## config.mk

```make
export PLATFORM = sky130hd
export DESIGN_NAME = fp_accumulator_flat
export DESIGN_NICKNAME = d
export VERILOG_FILES = /design/src/rtl/fp_accumulator_pkg.sv /design/src/rtl/fp_accumulator_if.sv /design/src/rtl/fp_accumulator_fpadd.sv /design/src/rtl/fp_accumulator.sv /design/src/flat_wrapper.sv
export SDC_FILE = /design/constraint.sdc
export NUM_CORES = 1
export LEC_CHECK = 0
export BUFFER_PORTS_ARGS = -buffer_cell sky130_fd_sc_hd__buf_2
export CORE_ASPECT_RATIO = 1.5
export CORE_UTILIZATION = 50
export CTS_BUF_LIST = sky130_fd_sc_hd__clkbuf_4
export CTS_CLUSTER_SIZE = 12
export DETAILED_ROUTE_END_ITERATION = 12
export HOLD_SLACK_MARGIN = 0.06
export PLACE_DENSITY = 0.67
export SYNTH_ARGS = -nofsm -noshare
export SYNTH_HDL_FRONTEND = slang
export SYNTH_SLANG_ARGS = --single-unit
```

## constraint.sdc

```tcl
create_clock -name clk -period 41.1 [get_ports clk]
set_input_delay 8.22 -clock clk [delete_from_list [all_inputs] [get_ports clk]]
set_output_delay 8.22 -clock clk [all_outputs]
set_load 0.01 [all_outputs]
```

## src/rtl/fp_accumulator_pkg.sv

```systemverilog
// ============================================================================
// Module      : fp_accumulator_pkg
// Description : Shared FP32 definitions for the accumulator slice: word and
//               field widths, well-known encodings, the accumulator state
//               encoding and small classification helpers.
// Revision    : 1.0 - initial release
// ============================================================================
`default_nettype none

package fp_accumulator_pkg;

  // FP32 word and field widths
  localparam int FP_W      = 32;
  localparam int FP_SIGN_W = 1;
  localparam int FP_EXP_W  = 8;
  localparam int FP_MAN_W  = 23;

  // Well-known encodings
  localparam logic [FP_W-1:0]     FP_ZERO    = 32'h00000000;
  localparam logic [FP_W-1:0]     FP_QNAN    = 32'h7FC00000;
  localparam logic [FP_EXP_W-1:0] FP_EXP_MAX = 8'hFF;

  // Accumulator state, derived from the term counter
  typedef enum logic [0:0] {
    ST_IDLE  = 1'b0,   // no partial group open
    ST_ACCUM = 1'b1    // at least one term of the group absorbed
  } acc_state_t;

  // True for any NaN encoding (quiet or signalling)
  function automatic logic fp_is_nan(input logic [FP_W-1:0] x);
    return (x[FP_W-2 -: FP_EXP_W] == FP_EXP_MAX) && (x[FP_MAN_W-1:0] != '0);
  endfunction

  // True for +/- infinity
  function automatic logic fp_is_inf(input logic [FP_W-1:0] x);
    return (x[FP_W-2 -: FP_EXP_W] == FP_EXP_MAX) && (x[FP_MAN_W-1:0] == '0);
  endfunction

endpackage : fp_accumulator_pkg

`default_nettype wire

```

## src/rtl/fp_accumulator_if.sv

```systemverilog
// ============================================================================
// Module      : fp_accumulator_if
// Description : Term-stream and result bus of the FP32 accumulator. The
//               master drives terms/flush (and the bias seed when the
//               FP_ACC_BIAS_EN macro is defined); the slave returns results.
// Revision    : 1.0 - initial release
// ============================================================================
`default_nettype none

interface fp_accumulator_if;
  import fp_accumulator_pkg::*;

  logic            valid_in;
  logic [FP_W-1:0] data_in;
`ifdef FP_ACC_BIAS_EN
  logic [FP_W-1:0] bias_in;
`endif
  logic            flush;
  logic [FP_W-1:0] sum_out;
  logic            valid_out;
  logic            busy;

`ifdef FP_ACC_BIAS_EN
  modport master (output valid_in, data_in, bias_in, flush,
                  input  sum_out, valid_out, busy);
  modport slave  (input  valid_in, data_in, bias_in, flush,
                  output sum_out, valid_out, busy);
`else
  modport master (output valid_in, data_in, flush,
                  input  sum_out, valid_out, busy);
  modport slave  (input  valid_in, data_in, flush,
                  output sum_out, valid_out, busy);
`endif

endinterface : fp_accumulator_if

`default_nettype wire

```

## src/rtl/fp_accumulator_fpadd.sv

```systemverilog
// ============================================================================
// Module      : FP_cong
// Description : Combinational IEEE-754 single-precision adder.
//               Round-to-nearest-even, gradual underflow (denormal in and
//               out), overflow to infinity, any NaN input or inf-inf gives
//               the canonical quiet NaN. x + (-x) gives +0.
// Revision    : 1.0 - initial release
// ============================================================================
`default_nettype none

module FP_cong
  import fp_accumulator_pkg::*;
(
  input  wire logic [FP_W-1:0] i_a,
  input  wire logic [FP_W-1:0] i_b,
  output logic      [FP_W-1:0] o_sum
);

  logic        w_sa, w_sb, w_sl, w_ss;
  logic [7:0]  w_ea, w_eb;
  logic [22:0] w_fa, w_fb;
  logic [9:0]  w_ea_eff, w_eb_eff, w_el, w_es;
  logic [23:0] w_ma, w_mb, w_ml, w_ms;
  logic [9:0]  w_diff;
  logic [26:0] w_ml_x, w_ms_x, w_ms_sh;
  logic        w_sticky;
  logic [27:0] w_raw;
  logic [26:0] w_norm;
  logic [9:0]  w_exp;
  logic [4:0]  w_lz;
  logic [9:0]  w_lshift;
  logic        w_rnd;
  logic [24:0] w_mant_r;
  logic [9:0]  w_exp_f;
  logic [FP_W-1:0] w_res;

  // Align, add/subtract, normalise and round; special operands override
  always_comb begin
    // unpack; denormals use exponent 1 with no hidden bit
    w_sa     = i_a[31];
    w_sb     = i_b[31];
    w_ea     = i_a[30:23];
    w_eb     = i_b[30:23];
    w_fa     = i_a[22:0];
    w_fb     = i_b[22:0];
    w_ea_eff = (w_ea == 8'd0) ? 10'd1 : {2'b00, w_ea};
    w_eb_eff = (w_eb == 8'd0) ? 10'd1 : {2'b00, w_eb};
    w_ma     = {(w_ea != 8'd0), w_fa};
    w_mb     = {(w_eb != 8'd0), w_fb};

    // order operands so L has the larger magnitude
    if ({w_ea, w_fa} >= {w_eb, w_fb}) begin
      w_sl = w_sa; w_el = w_ea_eff; w_ml = w_ma;
      w_ss = w_sb; w_es = w_eb_eff; w_ms = w_mb;
    end else begin
      w_sl = w_sb; w_el = w_eb_eff; w_ml = w_mb;
      w_ss = w_sa; w_es = w_ea_eff; w_ms = w_ma;
    end

    // three extra bits below the LSB: guard, round, sticky
    w_diff  = w_el - w_es;
    w_ml_x  = {w_ml, 3'b000};
    w_ms_x  = {w_ms, 3'b000};
    if (w_diff >= 10'd27) begin
      w_ms_sh  = '0;
      w_sticky = |w_ms_x;
    end else begin
      w_ms_sh  = w_ms_x >> w_diff;
      w_sticky = |(w_ms_x & ((27'd1 << w_diff) - 27'd1));
    end
    w_ms_sh = w_ms_sh | {26'd0, w_sticky};

    if (w_sl ^ w_ss)
      w_raw = {1'b0, w_ml_x} - {1'b0, w_ms_sh};
    else
      w_raw = {1'b0, w_ml_x} + {1'b0, w_ms_sh};

    // normalise: right by one on carry-out, else left but never below exp 1
    w_lz     = 5'd27;
    w_lshift = 10'd0;
    w_exp    = w_el;
    w_norm   = w_raw[26:0];
    if (w_raw[27]) begin
      w_norm = w_raw[27:1] | {26'd0, w_raw[0]};
      w_exp  = w_el + 10'd1;
    end else begin
      for (int i = 0; i < 27; i++) begin
        if (w_raw[i]) w_lz = 5'(26 - i);
      end
      w_lshift = ({5'd0, w_lz} < (w_el - 10'd1)) ? {5'd0, w_lz} : (w_el - 10'd1);
      w_norm   = w_raw[26:0] << w_lshift;
      w_exp    = w_el - w_lshift;
    end

    // round to nearest, ties to even
    w_rnd    = w_norm[2] & (w_norm[1] | w_norm[0] | w_norm[3]);
    w_mant_r = {1'b0, w_norm[26:3]} + {24'd0, w_rnd};
    // carry out bumps the exponent; no hidden bit means a denormal result
    w_exp_f  = w_mant_r[24] ? (w_exp + 10'd1) : (w_mant_r[23] ? w_exp : 10'd0);

    if (w_exp_f >= 10'd255)
      w_res = {w_sl, FP_EXP_MAX, 23'd0};
    else
      w_res = {w_sl, w_exp_f[7:0], (w_mant_r[24] ? w_mant_r[23:1] : w_mant_r[22:0])};

    // exact zero: negative only when both operands are negative
    if (w_raw == 28'd0)
      w_res = {(w_sl & w_ss), 31'd0};

    // special operands
    if (fp_is_nan(i_a) || fp_is_nan(i_b) ||
        (fp_is_inf(i_a) && fp_is_inf(i_b) && (w_sa != w_sb)))
      w_res = FP_QNAN;
    else if (fp_is_inf(i_a))
      w_res = i_a;
    else if (fp_is_inf(i_b))
      w_res = i_b;
  end

  assign o_sum = w_res;

endmodule : FP_cong

`default_nettype wire

```

## src/rtl/fp_accumulator.sv

```systemverilog
// ============================================================================
// Module      : fp_accumulator
// Description : Streaming FP32 reduction. Sums groups of N_TERMS consecutive
//               valid terms at one term per clock and emits each sum with a
//               one-cycle valid_out pulse. flush aborts an open group.
//               Optional macro FP_ACC_BIAS_EN: seed each group with bias_in
//               instead of +0.0.
// Revision    : 1.0 - initial release
// ============================================================================
`default_nettype none

module fp_accumulator
  import fp_accumulator_pkg::*;
#(
  parameter int N_TERMS = 9,
  parameter int CNT_W   = (N_TERMS > 1) ? $clog2(N_TERMS) : 1
) (
  input  wire logic       clk,
  input  wire logic       reset,
  fp_accumulator_if.slave bus
);

  localparam logic [CNT_W-1:0] C_LAST = CNT_W'(N_TERMS - 1);

  logic [FP_W-1:0]  r_acc, r_sum;
  logic [CNT_W-1:0] r_cnt;
  logic             r_valid;

  logic [FP_W-1:0]  w_acc_nxt, w_sum_nxt;
  logic [CNT_W-1:0] w_cnt_nxt;
  logic             w_valid_nxt;

  acc_state_t       w_state;
  logic [FP_W-1:0]  w_seed, w_op_a, w_add;

`ifdef FP_ACC_BIAS_EN
  assign w_seed = bus.bias_in;
`else
  assign w_seed = FP_ZERO;
`endif

  // The state is the counter seen as "group open or not"
  assign w_state = (r_cnt == '0) ? ST_IDLE : ST_ACCUM;
  // The first term of a group adds to the seed, later terms to acc
  assign w_op_a  = (w_state == ST_IDLE) ? w_seed : r_acc;

  FP_cong u_fp_add (
    .i_a   (w_op_a),
    .i_b   (bus.data_in),
    .o_sum (w_add)
  );

  // Next-state: flush beats a term; the last term of a group publishes
  always_comb begin
    w_acc_nxt   = r_acc;
    w_cnt_nxt   = r_cnt;
    w_sum_nxt   = r_sum;
    w_valid_nxt = 1'b0;
    if (bus.flush) begin
      w_cnt_nxt = '0;
      w_acc_nxt = FP_ZERO;
    end else if (bus.valid_in) begin
      if (r_cnt == C_LAST) begin
        w_sum_nxt   = w_add;
        w_valid_nxt = 1'b1;
        w_cnt_nxt   = '0;
      end else begin
        w_acc_nxt = w_add;
        w_cnt_nxt = r_cnt + CNT_W'(1);
      end
    end
  end

  // State and output registers; reset drops any partial group at once
  always_ff @(posedge clk or posedge reset) begin
    if (reset) begin
      r_acc   <= FP_ZERO;
      r_cnt   <= '0;
      r_sum   <= FP_ZERO;
      r_valid <= 1'b0;
    end else begin
      r_acc   <= w_acc_nxt;
      r_cnt   <= w_cnt_nxt;
      r_sum   <= w_sum_nxt;
      r_valid <= w_valid_nxt;
    end
  end

  assign bus.sum_out   = r_sum;
  assign bus.valid_out = r_valid;
  assign bus.busy      = (w_state == ST_ACCUM);

endmodule : fp_accumulator

`default_nettype wire

```

## src/flat_wrapper.sv

```systemverilog
// flat-port wrapper written by rule: the top's interface ports become plain ports
module fp_accumulator_flat import fp_accumulator_pkg::*;
#(
  parameter int N_TERMS = 9,
  parameter int CNT_W   = (N_TERMS > 1) ? $clog2(N_TERMS) : 1
)
  (clk, reset, bus_valid_in, bus_data_in, bus_flush, bus_sum_out, bus_valid_out, bus_busy);
  fp_accumulator_if bus_i ();
  input  wire logic clk;
  input  wire logic reset;
  input wire logic [$bits(bus_i.valid_in)-1:0] bus_valid_in;
  input wire logic [$bits(bus_i.data_in)-1:0] bus_data_in;
  input wire logic [$bits(bus_i.flush)-1:0] bus_flush;
  output wire logic [$bits(bus_i.sum_out)-1:0] bus_sum_out;
  output wire logic [$bits(bus_i.valid_out)-1:0] bus_valid_out;
  output wire logic [$bits(bus_i.busy)-1:0] bus_busy;
  assign bus_i.valid_in = bus_valid_in;
  assign bus_i.data_in = bus_data_in;
  assign bus_i.flush = bus_flush;
  assign bus_sum_out = bus_i.sum_out;
  assign bus_valid_out = bus_i.valid_out;
  assign bus_busy = bus_i.busy;
  fp_accumulator #(.N_TERMS(N_TERMS), .CNT_W(CNT_W)) u_core (.clk(clk), .reset(reset), .bus(bus_i));
endmodule
```

# Yosys cells after proc, flatten, opt, wreduce, memory -nomap -nowiden
# Cells that the tools add are included.
dict set report op_classes {
  addsub 10
  magnitude_cmp 4
  eq_ne 5
  shifts 3
  muxes 61
  n_bitwise 9
  n_reduce_logical 23
}
# cell count
set ops {}
lappend ops {{$mux W32} 8}
lappend ops {{$mux W5} 27}
lappend ops {{$mux W27} 2}
lappend ops {{$or A27 B1 Y27} 2}
lappend ops {{$mux W24} 2}
lappend ops {{$logic_not A23 Y1} 2}
lappend ops {{$reduce_bool A23 Y1} 2}
lappend ops {{$mux W10} 4}
lappend ops {{$mux W8} 4}
lappend ops {{$ge A31 B31 Y1} 1}
lappend ops {{$mux W31} 1}
lappend ops {{$add A27 B27 Y28} 1}
lappend ops {{$logic_not A28 Y1} 1}
lappend ops {{$mux W28} 1}
lappend ops {{$sub A27 B27 Y28} 1}
lappend ops {{$and A27 B27 Y27} 1}
lappend ops {{$reduce_or A27 Y1} 1}
lappend ops {{$shl A1 B10 Y27 const A} 1}
lappend ops {{$shl A27 B10 Y27} 1}
lappend ops {{$shr A27 B10 Y27} 1}
lappend ops {{$sub A27 B1 Y27 const B} 1}
lappend ops {{$add A24 B1 Y25} 1}
lappend ops {{$reduce_or A24 Y1} 1}
lappend ops {{$mux W23} 1}
lappend ops {{other kinds (25)} 47}
dict set report word_totals {
  reg_bits 69
  output_inout_bits 34
  elab_cells 119
}

# Depth between registers and ports, before layout
# Gate-level depths: netlist of run 1.
dict set report logic_depth {
  ltp_word 61
  mapped_depth 90
}

# Cells and area by module
# Synthesis of run 1 repeated with hierarchy kept, for this count alone.
dict set report unflattened {
  cells_unflattened 2138
  hier_area_um2 15160.8
}
# mod n_inst cells_each area_per_inst_um2 seq_area_each_um2
set modules_own_cells {}
lappend modules_own_cells {FP_cong 1 1935 12338.1 0.0}
lappend modules_own_cells {fp_accumulator 1 203 2822.7 1726.7}

# Worst setup path after synthesis of run 1
# Ideal clock, no wire load.
dict set report synth_path {
  path_type {input to register}
  start {input bus_data_in[0]}
  end {register u_core.r_acc[26]}
  arrival_ps 22843
  t_required_ps 40958
  slack_ps 18116
  stages 78
  n_path_buf 13
  path_cell_list {ha_1 > nand2b_1 > maj3_1 > o32a_1 > o221a_2 > o21a_1 > nand2_2 > buf_2 > clkbuf_1 > clkbuf_1 > clkbuf_1 > buf_1 > nor2_1 > a21oi_1 > ha_1 > buf_2 > nor2b_1 > a221oi_1 > (+42 left out) > inv_2 > buf_2 > ha_1 > inv_1 > nor2_1 > a221oi_1 > xnor2_1 > a21oi_1 > nor3_1 > nand2b_1 > or3_1 > o31ai_1 > a211oi_1 > or2_1 > buf_2 > buf_2 > nor4_2 > a211oi_1}
}
dict set report synth_between {
  elab_chain_cells 58
  elab_cells_between_ends 84
  classes_between {add/sub (9); order compare (4); shift (3); mux (50); bitwise (7); reduce/logical (11)}
}
# item line
set synth_lines {}
lappend synth_lines {{start, declared} flat_wrapper.sv:12} ;# input wire logic [$bits(bus_i.data_in)-1:0] bus_data_in;
lappend synth_lines {{$ge A31 B31 Y1} fp_accumulator_fpadd.sv:52} ;# if ({w_ea, w_fa} >= {w_eb, w_fb}) begin
lappend synth_lines {{$mux W8} fp_accumulator_fpadd.sv:52}
lappend synth_lines {{$sub A10 B10 Y10} fp_accumulator_fpadd.sv:61} ;# w_diff = w_el - w_es;
lappend synth_lines {{$shl A1 B10 Y27} fp_accumulator_fpadd.sv:69} ;# w_sticky = |(w_ms_x & ((27'd1 << w_diff) - 27'd1));
lappend synth_lines {{$sub A27 B1 Y27} fp_accumulator_fpadd.sv:69}
lappend synth_lines {{$and A27 B27 Y27} fp_accumulator_fpadd.sv:69}
lappend synth_lines {{$reduce_or A27 Y1} fp_accumulator_fpadd.sv:69}
lappend synth_lines {{$mux W1} fp_accumulator_fpadd.sv:64} ;# if (w_diff >= 10'd27) begin
lappend synth_lines {{(+42 left out)} --}
lappend synth_lines {{$mux W31} fp_accumulator_fpadd.sv:101} ;# if (w_exp_f >= 10'd255)
lappend synth_lines {{$mux W32} fp_accumulator_fpadd.sv:107} ;# if (w_raw == 28'd0)
lappend synth_lines {{$mux W32} fp_accumulator_fpadd.sv:116} ;# else if (fp_is_inf(i_b))
lappend synth_lines {{$mux W32} fp_accumulator_fpadd.sv:114} ;# else if (fp_is_inf(i_a))
lappend synth_lines {{$mux W32 (*)} fp_accumulator_fpadd.sv:111} ;# if (fp_is_nan(i_a) || fp_is_nan(i_b) ||
lappend synth_lines {{$mux W32 (*)} fp_accumulator.sv:63} ;# if (r_cnt == C_LAST) begin
lappend synth_lines {{$mux W32 (*)} fp_accumulator.sv:62} ;# end else if (bus.valid_in) begin
lappend synth_lines {{$mux W32 (*)} fp_accumulator.sv:59} ;# if (bus.flush) begin
lappend synth_lines {{end signal, assigned} fp_accumulator.sv:82} ;# r_acc <= w_acc_nxt;
lappend synth_lines {{end, declared} fp_accumulator.sv:25} ;# logic [FP_W-1:0] r_acc, r_sum;
# Mark *: on every way between the ends. The rest lies on a longest branch, timed or not. The select of a mux whose other input is x is not followed.
# A chain may end at the register's enable or synchronous reset.

# Final worst setup path of run 1
dict set report layout_path {
  start {input bus_data_in[27]}
  end {register u_core.r_acc[23]}
}
dict set report layout_between {
  elab_chain_cells 59
  elab_cells_between_ends 86
  classes_between {add/sub (9); order compare (4); eq/ne (1); shift (3); mux (51); bitwise (7); reduce/logical (11)}
}
# item line
set layout_lines {}
lappend layout_lines {{branches (longest 55 deep; another with $ge A31 B31 Y1)} --}
lappend layout_lines {{$mux W32 (*)} fp_accumulator_fpadd.sv:111}
lappend layout_lines {{$mux W32 (*)} fp_accumulator.sv:63}
lappend layout_lines {{$mux W32 (*)} fp_accumulator.sv:62}
lappend layout_lines {{$mux W32 (*)} fp_accumulator.sv:59}
# Every way passes the cells marked *. The select of a mux whose other input is x is not followed.

==> results.json, run 1 <==
{
  "outcome": "complete, but fails checks",
  "violations": "capacitance limit",
  "globalplace.congestion": 1.080,
  "power_mw": 0.6928,
  "critPathArrivalTime_ps": 28660,
  "grt_max_degree": 84,
  "grt.overflow.total": 0,
  "fp.dieH_um": 221.7,
  "instances_no_fill": 2744,
  "postCtsSetupBuffers": 0,
  "track_usage": 0.4374,
  "grt_pass1_vias": 18162,
  "viasPerCell": 7.050,
  "setup_tns_ps": 0,
  "leakage_nw": 7.009,
  "first_iter_violations": 2255,
  "multi_input_area_um2": 13160,
  "synth_cell_types": 132,
  "rr_endpoint": "u_core.r_acc[23]$_DFFE_PP0P_",
  "area_growth_pct": 3.555,
  "finalNetCount": 2462,
  "hold_class": "flip-flop to flip-flop",
  "htreeDepth": 3,
  "max_clock_freq_mhz": 35.32,
  "avgSynthCellArea_um2": 6.781,
  "use_met3": 0.07593,
  "crit_start": "bus_data_in[27]",
  "setup_viol": 0,
  "crit_path_top_delay_cell": "xnor2_1",
  "period_share": 0.6889,
  "crit-reg2reg-launch": "u_core.r_cnt[0]$_DFFE_PP0P_",
  "cp_slowest_stage_delay_ps": 1070,
  "ys_ff_latch": 69,
  "final_common_cell": "nand2_1",
  "first_pass_iters": 6,
  "syn_nets": 2506,
  "drt_wl_total_um": 73650,
  "hold_buffers": 0,
  "hold_viol_final": 0,
  "initial_core_util": 0.5069,
  "netlist_instances": 2372,
  "fin_util": 0.5249,
  "nFillCells": 3328,
  "die_w_um": 148.4,
  "dp_hpwl_um": 57090,
  "synth_ff_type": "dfrtp_1",
  "port_buffers": 69,
  "cts.reportedPaths.clkPinSlew_ps": 110,
  "end_kind": "flip-flop",
  "dieArea_um2": 32910,
  "reg2reg_slack_ps": 18710,
  "antenna_found_initial": 4,
  "final-max-slew-violation-count": 0,
  "timing.final.crit_period_ps": 28310,
  "maxSlewHeadroom": 0.009490,
  "worstSetupPathType": "input pin to flip-flop",
  "crit_end": "u_core.r_acc[23]$_DFFE_PP0P_",
  "final_cell_mix": "313 x nand2_1, 227 x nor2_1, 177 x a21oi_1, 138 x o21ai_0, 131 x inv_1",
  "cts_buffers": 9,
  "reg2reg_depth": 63,
  "cp.required_ps": 41440,
  "cts_sinks": 69,
  "hold_ws_ps": 494.4,
  "dp.cells": 2726,
  "ys_warn_count": 0,
  "fin_skew_ps": 22.18,
  "ir_drop_v": 0.00002640,
  "p_per_area_nw_per_um2": 41.59,
  "post_synth_instance_area_um2": 16080,
  "ff_latch_area_um2": 1727,
  "grt_setup_unrepaired": "no",
  "grt_pass1_wl_um": 109000,
  "wire_per_inst_um": 26.84,
  "io_pins": 70,
  "rows": 80,
  "drv_cap": 1,
  "clkLatencyLatePin_ps": 450,
  "critPathMaxFanout": 67,
  "cts_resized": 0,
  "met2_usage": 0.7163,
  "cts_tree": "yes",
  "yosysSeqAreaShare": 0.1074,
  "cts_buffer_depth": 2,
  "tightest_slew_ps": 1470,
  "drcViolationCount": 0,
  "grt_util_met1": 0.4852,
  "dr_total_vias": 19344,
  "top_usage_layer": "met2",
  "synth_edf_count": 0,
  "ctsRootBufferMaster": "clkbuf_4",
  "ant_nets": 0,
  "cpMostUsedCell": "ha_1",
  "ys_async_sr_fraction": 1.000,
  "layout-drive-gt1-share": 0.1067,
  "startpoint_type": "input pin",
  "core-area_um2": 31730
}
[per-layer routing]
| layer | share of wire | up-vias |
|---|---|---|
| li1 | - | 8738 |
| met1 | 0.36 | 9153 |
| met2 | 0.46 | 1132 |
| met3 | 0.083 | 315 |
| met4 | 0.10 | 6 |
| met5 | 0.00058 | - |
[sequential cells by signal, summed over array words and instances, names as in the netlist]
signal / cells
u_core.bus.valid_out: 1
u_core.bus.sum_out: 32
u_core.r_acc: 32
u_core.r_cnt: 4
[cells in the mapped netlist, types with 23 or more instances]
cell type	instances	area, um2
nor2_1	227	852.1
a21o_1	32	240.2
mux2i_1	55	550.5
dfrtp_1	69	1727
o21ai_0	142	710.7
nand4_1	35	219.0
or3_1	27	168.9
a211oi_1	51	382.9
nor4_1	25	156.4
buf_2	27	135.1
o22ai_1	24	150.1
nand2b_1	30	187.7
nand2_1	313	1175
clkbuf_1	104	390.4
and3_1	23	143.9
a21oi_1	177	885.9
ha_1	96	1201
nand3_1	77	385.4
nor3_1	69	345.3
inv_1	132	495.5
xnor2_1	46	402.9
o211ai_1	32	240.2
o21ai_1	44	220.2
a31oi_1	37	231.5
[how the worst min path moves through the flow]
stage,startpoint,to,slack (ps),depth (start not counted)
after floorplan,u_core.r_acc[13]$_DFFE_PP0P_,u_core.r_acc[13]$_DFFE_PP0P_,470,2
after global placement,u_core.bus.sum_out[15]$_DFFE_PP0P_,u_core.bus.sum_out[15]$_DFFE_PP0P_,470,2
after detailed placement,u_core.bus.sum_out[8]$_DFFE_PP0P_,u_core.bus.sum_out[8]$_DFFE_PP0P_,470,2
after CTS,u_core.bus.sum_out[8]$_DFFE_PP0P_,u_core.bus.sum_out[8]$_DFFE_PP0P_,500,2
after global routing,u_core.bus.sum_out[8]$_DFFE_PP0P_,u_core.bus.sum_out[8]$_DFFE_PP0P_,520,2
final,u_core.bus.sum_out[8]$_DFFE_PP0P_,u_core.bus.sum_out[8]$_DFFE_PP0P_,490,2
[worst max-delay path: cells and delay by family]
| family | cells | cell delay (ps) |
|---|---|---|
| xor gates and xnor gates | 1 | 1070 |
| buffers and inverters | 7 | 1610 |
| and+or+nand+nor | 22 | 7130 |
| AOI/OAI and AO/OA | 23 | 8510 |
| adders and majority gates | 4 | 1380 |
| muxes | 1 | 610 |
[cell families (layout without fill, tap and decap cells)]
| logic type | after synthesis | count (layout) | share of synthesized area |
|---|---|---|---|
| AO/OA/AOI/OAI | 824 | 824 | 0.3641 |
| adder cells (fa/ha/maj) | 100 | 100 | 0.07841 |
| XOR/XNOR | 61 | 61 | 0.03462 |
| other | 1 | 2 | 0.0002331 |
| buffers and inverters | 301 | 262 | 0.07732 |
| flip-flops | 69 | 69 | 0.1074 |
| AND/OR/NAND/NOR | 935 | 935 | 0.2807 |
| multiplexers | 81 | 81 | 0.05733 |
[per-stage QoR]
step / setup slack (ps) / area [um2]
after detailed placement: 12970 / 16530
final: 12790 / 16660
after global placement: 13120 / 16530
after floorplan: 18120 / 16080
after CTS: 13350 / 16650
after global routing: 11780 / 16660
[cell type report]
type / instances / share of cell area
well taps: 410 / 0.03080
multi-input cells: 2002 / 0.7898
flip-flops and latches: 69 / 0.1037
repair buffers: 105 / 0.03681
clock inverters: 6 / 0.002404
clock buffers: 10 / 0.004507
inverters: 141 / 0.03185
diodes: 1 / 0.0001502
[report_power, final]
group	switching (mW)	leakage [nW]	internal [mW]	total, mW
logic	0.388	6.02	0.176	0.564
clock network	0.0255	0.0561	0.0128	0.0383
registers	0.0159	0.935	0.0741	0.0900
total	0.430	7.01	0.263	0.693
Power figures use the tool's default switching activity.
==> inputs of run 2 (changes only) <==
- ABC_AREA: default -> 1
- PLACE_DENSITY: 0.67 -> 0.7
- clock period: 41.1 -> 25 ns (I/O delays scaled with it)
==> run 2 against run 1 <==
Against the previous run:
- the flow now finishes without violations
- register-to-register slack got worse by 11000 ps
- sequential power is 78% higher
- clock skew fell by 3.0 ps
- combinational power grew to 2.9 times the previous value
==> results.json, run 2 <==
{
  "maxSlewHeadroom": 0.1107,
  "ys_ff_latch": 69,
  "ir_drop_v": 0.0001013,
  "hold_viol_final": 0,
  "end_kind": "flip-flop",
  "synth_area_leaders": "nand2_1 21%, nand3_1 17%, dfrtp_1 12%, ha_1 8.3%, inv_1 7.1%",
  "grt_pass1_vias": 16748,
  "cts_tree": "yes",
  "ant_nets": 0,
  "synth_edf_count": 0,
  "cts_sinks": 69,
  "yosysSeqAreaShare": 0.1187,
  "fin_skew_ps": 19.15,
  "cts_resized": 0,
  "area_growth_pct": 3.750,
  "synth_top_cell_area_share": 0.2087,
  "nFillCells": 3153,
  "dp_hpwl_um": 47130,
  "synth_ff_type": "dfrtp_1",
  "synth_compound_area_frac": 0.1206,
  "yosysMostFrequentCell": "nand2_1",
  "dp.cells": 2990,
  "cts_buffers": 9,
  "synth_top_family_by_area": "simple AND/OR/NAND/NOR gates",
  "post_synth_instance_area_um2": 14550,
  "dieArea_um2": 29800,
  "crit-reg2reg-launch": "u_core.r_cnt[0]$_DFFE_PP0P_",
  "rows": 76,
  "wire_per_inst_um": 19.63,
  "worst_slack_ps": 4188,
  "hold_ws_ps": 494.0,
  "globalplace.congestion": 1.061,
  "initial_core_util": 0.5083,
  "ctsRootBufferMaster": "clkbuf_4",
  "layout-drive-gt1-share": 0.08716,
  "post_dp_cell_area_um2": 14950,
  "max_clock_freq_mhz": 48.05,
  "core-area_um2": 28620,
  "track_usage": 0.3979,
  "ys_async_sr_fraction": 1.000,
  "dr_total_vias": 17928,
  "avgSynthCellArea_um2": 5.545,
  "drcViolationCount": 0,
  "timing.final.crit_period_ps": 20810,
  "viasPerCell": 5.962,
  "path_buf_inv": 10,
  "worstSetupPathType": "input pin to flip-flop",
  "fin_util": 0.5274,
  "syn_nets": 2758,
  "tightest_slew_ps": 1333,
  "hold_class": "flip-flop to flip-flop",
  "netlist_instances": 2624,
  "drt_wl_total_um": 59030,
  "leakage_nw": 8.236,
  "clkLatencyLatePin_ps": 430,
  "die_w_um": 141.3,
  "crit_start": "bus_data_in[30]",
  "cts_buffer_depth": 2,
  "instances_no_fill": 3007,
  "final_cell_mix": "809 x nand2_1, 491 x nand3_1, 273 x inv_1, 215 x nor2_1, 96 x ha_1",
  "htreeDepth": 3,
  "startpoint_type": "input pin",
  "grt_max_degree": 87,
  "setup_viol": 0,
  "grt.overflow.total": 0,
  "critPathArrivalTime_ps": 21130,
  "p_per_area_nw_per_um2": 123.5,
  "critPathTopFamily": "simple AND/OR/NAND/NOR gates",
  "postCtsSetupBuffers": 0,
  "grt_setup_unrepaired": "no",
  "final-max-slew-violation-count": 0,
  "setup_tns_ps": 0,
  "first_pass_iters": 9,
  "antenna_found_initial": 2,
  "synth_top_cell_by_area": "nand2_1",
  "outcome": "finished, final reports clean",
  "cpMostUsedCell": "nand2_1",
  "crit_path_top_delay_cell": "nand2_4",
  "synth_cell_types": 70,
  "critPathMaxFanout": 86,
  "dp_slack_ps": 4047,
  "min_from": "u_core.bus.sum_out[16]$_DFFE_PP0P_",
  "synth_xor_area_frac": 0.03208,
  "io_pins": 70,
  "power_mw": 1.864,
  "grt_pass1_wl_um": 91740,
  "cp_slowest_stage_delay_ps": 640,
  "finalNetCount": 2745,
  "fp.dieH_um": 210.9,
  "drv_cap": 0,
  "first_iter_violations": 1651,
  "synthTopCellsByCount": "809 x nand2_1, 491 x nand3_1, 274 x inv_1",
  "cp.required_ps": 25320,
  "final_common_cell": "nand2_1",
  "fin_area_um2": 15090,
  "synthSimpleGateAreaFrac": 0.5249,
  "ys_warn_count": 0,
  "hold_buffers": 0,
  "port_buffers": 69,
  "period_share": 0.8325,
  "cts.reportedPaths.clkPinSlew_ps": 140,
  "synthAdderAreaFrac": 0.08531,
  "synth.area.mux_share": 0
}
==> run 2: changes by cell type after synthesis, sizes merged, moves of 56 or more <==
cell,delta
nand3,+422
clkbuf,-59
nand2,+518
a21oi,-96
inv,+163
a211oi,-56
==> run 2: tightest hold or removal path: cells and delay by family (launching register included) <==
family,cells,cell delay [ps]
AND/OR/NAND/NOR,2,100
flip-flops,1,360
==> run 2: metal layers <==
| metal | track usage | routed length, um |
|---|---|---|
| met1 | 0.4865 | 23380 |
| met2 | 0.6543 | 26960 |
| met3 | 0.05033 | 4374 |
| met4 | 0.2612 | 4289 |
| met5 | 0 | 15 |
==> run 2: power breakdown <==
group | internal, mW | total (mW) | leakage [nW] | switching (mW)
combinational | 0.455 | 1.63 | 7.22 | 1.17
clock | 0.0308 | 0.0776 | 0.0763 | 0.0468
sequential | 0.134 | 0.160 | 0.944 | 0.0262
==> run 2: cell type report <==
type,count,area (um2),area share
repair buffers,85,465.4,0.03084
clock inverters,7,73.82,0.004891
diodes,1,2.502,0.0001658
inverters,306,1156,0.07659
well taps,390,488.0,0.03233
flip-flops and latches,69,1727,0.1144
clock buffers,9,67.56,0.004476
multi-input cells,2140,11110,0.7363
==> run 2: logic make-up after synthesis <==
family / after synthesis
other: 1
AO/OA/AOI/OAI: 293
XOR/XNOR: 49
AND/OR/NAND/NOR: 1699
adder cells (fa/ha/maj): 98
flip-flops: 69
buffers and inverters: 415
==> run 2: worst paths after layout <==
| path | cells after the start | end | slack (ps) |
|---|---|---|---|
| worst min-delay path | 2 | u_core.bus.sum_out[16]$_DFFE_PP0P_ | 490 |
| max in group asynchronous | 3 | u_core.r_cnt[0]$_DFFE_PP0P_ | 19580 |
| min in group asynchronous | 3 | u_core.bus.sum_out[20]$_DFFE_PP0P_ | 4820 |
| worst max register to register | 89 | u_core.bus.sum_out[20]$_DFFE_PP0P_ | 7290 |
| worst max-delay path | 85 | u_core.bus.sum_out[20]$_DFFE_PP0P_ | 4190 |
| worst min register to register | 2 | u_core.bus.sum_out[16]$_DFFE_PP0P_ | 490 |
==> inputs of run 3 (changes only) <==
- ABC_AREA: 1 -> 0
- PLACE_DENSITY: 0.7 -> 0.67
- clock period: 25 -> 20.7 ns (I/O delays scaled with it)
==> run 3 against run 2 <==
Against the previous run:
- the run now ends with capacitance limit, slew limit left
- non-clock buffer count increased by 91
- clock skew decreased by 6.0 ps
- register-to-register slack got worse by 4800 ps
- critical path type unchanged
- global-route usage increased by 5.6 points
- critical path depth decreased by 21
==> results.json, run 3 (same netlist as run 1, synthesis figures left out) <==
{
  "track_usage": 0.4538,
  "period_share": 0.9645,
  "drv_cap": 3,
  "cts_resized": 0,
  "dr_total_vias": 19914,
  "drcViolationCount": 0,
  "layout-drive-gt1-share": 0.1344,
  "dp_hpwl_um": 58190,
  "viasPerCell": 7.072,
  "cts_buffers": 9,
  "hold_buffers": 0,
  "tightest_slew_ps": 1614,
  "ctsRootBufferMaster": "clkbuf_4",
  "first_iter_violations": 2420,
  "outcome": "complete, but fails checks",
  "fp.dieH_um": 221.7,
  "use_met3": 0.1062,
  "cp_slowest_stage_delay_ps": 670,
  "setup_tns_ps": 0,
  "initial_core_util": 0.5069,
  "maxSlewHeadroom": -0.08721,
  "globalplace.congestion": 1.096,
  "multi_input_area_um2": 13170,
  "area_growth_pct": 7.195,
  "end_kind": "flip-flop",
  "final_cell_mix": "313 x nand2_1, 227 x nor2_1, 176 x a21oi_1, 138 x o21ai_0, 131 x inv_1",
  "reg2reg_slack_ps": 2480,
  "final_common_cell": "nand2_1",
  "antenna_found_initial": 4,
  "dp.cells": 2798,
  "critPathMaxFanout": 22,
  "fin_skew_ps": 13.15,
  "grt_pass1_vias": 18763,
  "cts.reportedPaths.clkPinSlew_ps": 100,
  "top_usage_layer": "met2",
  "io_pins": 70,
  "port_buffers": 69,
  "hold_viol_final": 0,
  "path_buf_inv": 8,
  "clkLatencyLatePin_ps": 430,
  "cts_tree": "yes",
  "max_clock_freq_mhz": 50.09,
  "grt_util_met1": 0.5107,
  "ir_drop_v": 0.00005436,
  "startpoint_type": "input pin",
  "critPathTopFamily": "compound AO/OA/AOI/OAI gates",
  "setup_viol": 0,
  "grt.overflow.total": 0,
  "leakage_nw": 7.380,
  "p_per_area_nw_per_um2": 84.59,
  "rows": 80,
  "postCtsSetupBuffers": 0,
  "crit_path_top_delay_cell": "or4b_1",
  "cts_sinks": 69,
  "critPathArrivalTime_ps": 20270,
  "cts_buffer_depth": 2,
  "htreeDepth": 3,
  "finalNetCount": 2533,
  "drt_wl_total_um": 76140,
  "wire_per_inst_um": 27.04,
  "grt_pass1_wl_um": 113100,
  "cp.required_ps": 21000,
  "cpMostUsedCell": "o21ai_0",
  "timing.final.crit_period_ps": 19970,
  "first_pass_iters": 6,
  "hold_class": "flip-flop to flip-flop",
  "final-max-slew-violation-count": 9,
  "nFillCells": 3152,
  "violations": "capacitance limit, slew limit",
  "instances_no_fill": 2816,
  "dieArea_um2": 32910,
  "met2_usage": 0.7208,
  "grt_max_degree": 70,
  "core-area_um2": 31730,
  "worstSetupPathType": "input pin to flip-flop",
  "ff_latch_area_um2": 1727,
  "die_w_um": 148.4,
  "ant_nets": 0,
  "grt_setup_unrepaired": "no"
}
[run 3: metal layers]
layer	wire length, um	share of wire
met5	0	0
met3	7694	0.10
met4	7498	0.098
met1	26570	0.35
met2	34380	0.45
[run 3: worst paths after layout]
kind,startpoint,to,cells after the start
setup / recovery,bus_data_in[27],u_core.bus.sum_out[14]$_DFFE_PP0P_,64
hold / removal,u_core.bus.sum_out[11]$_DFFE_PP0P_,u_core.bus.sum_out[11]$_DFFE_PP0P_,2
hold reg to reg,u_core.bus.sum_out[11]$_DFFE_PP0P_,u_core.bus.sum_out[11]$_DFFE_PP0P_,2
setup reg to reg,u_core.r_cnt[0]$_DFFE_PP0P_,u_core.bus.sum_out[14]$_DFFE_PP0P_,69
min in group asynchronous,reset,u_core.r_cnt[2]$_DFFE_PP0P_,3
max in group asynchronous,reset,u_core.r_acc[0]$_DFFE_PP0P_,3
[run 3: worst min-delay path, stage by stage, from the launching register on]
cell and delay [ps]:
dfrtp_1 360, nand2_1 50, o21ai_1 60
[run 3: per-stage QoR]
step	power, mW	hold WS (ps)	cell area [um2]	utilization	setup slack, ps
after floorplan	0.9233	470.8	16080	-	1796
after global placement	1.315	455.3	17110	0.5393	904.4
after detailed placement	1.317	474.1	17110	0.5393	762.2
after CTS	1.395	504.0	17230	0.5429	1080
after global routing	1.520	523.2	17240	0.5433	61.26
final	1.458	500.0	17240	0.5434	734.8
[run 3: layout make-up]
cell class,instances,area share
multi-input combinational,2002,0.7636
sequential,69,0.1001
timing repair buffer,176,0.06880
inverter,141,0.03077
tap,410,0.02975
clock buffer,10,0.004354
clock inverter,6,0.002250
antenna,2,0.0002903
[run 3: where the power goes]
| group | leakage, nW | internal, mW | total (mW) | switching (mW) |
|---|---|---|---|---|
| combinational | 6.38 | 0.396 | 1.21 | 0.811 |
| sequential | 0.935 | 0.147 | 0.176 | 0.0284 |
| clock | 0.0642 | 0.0258 | 0.0753 | 0.0495 |
| total | 7.38 | 0.569 | 1.46 | 0.889 |
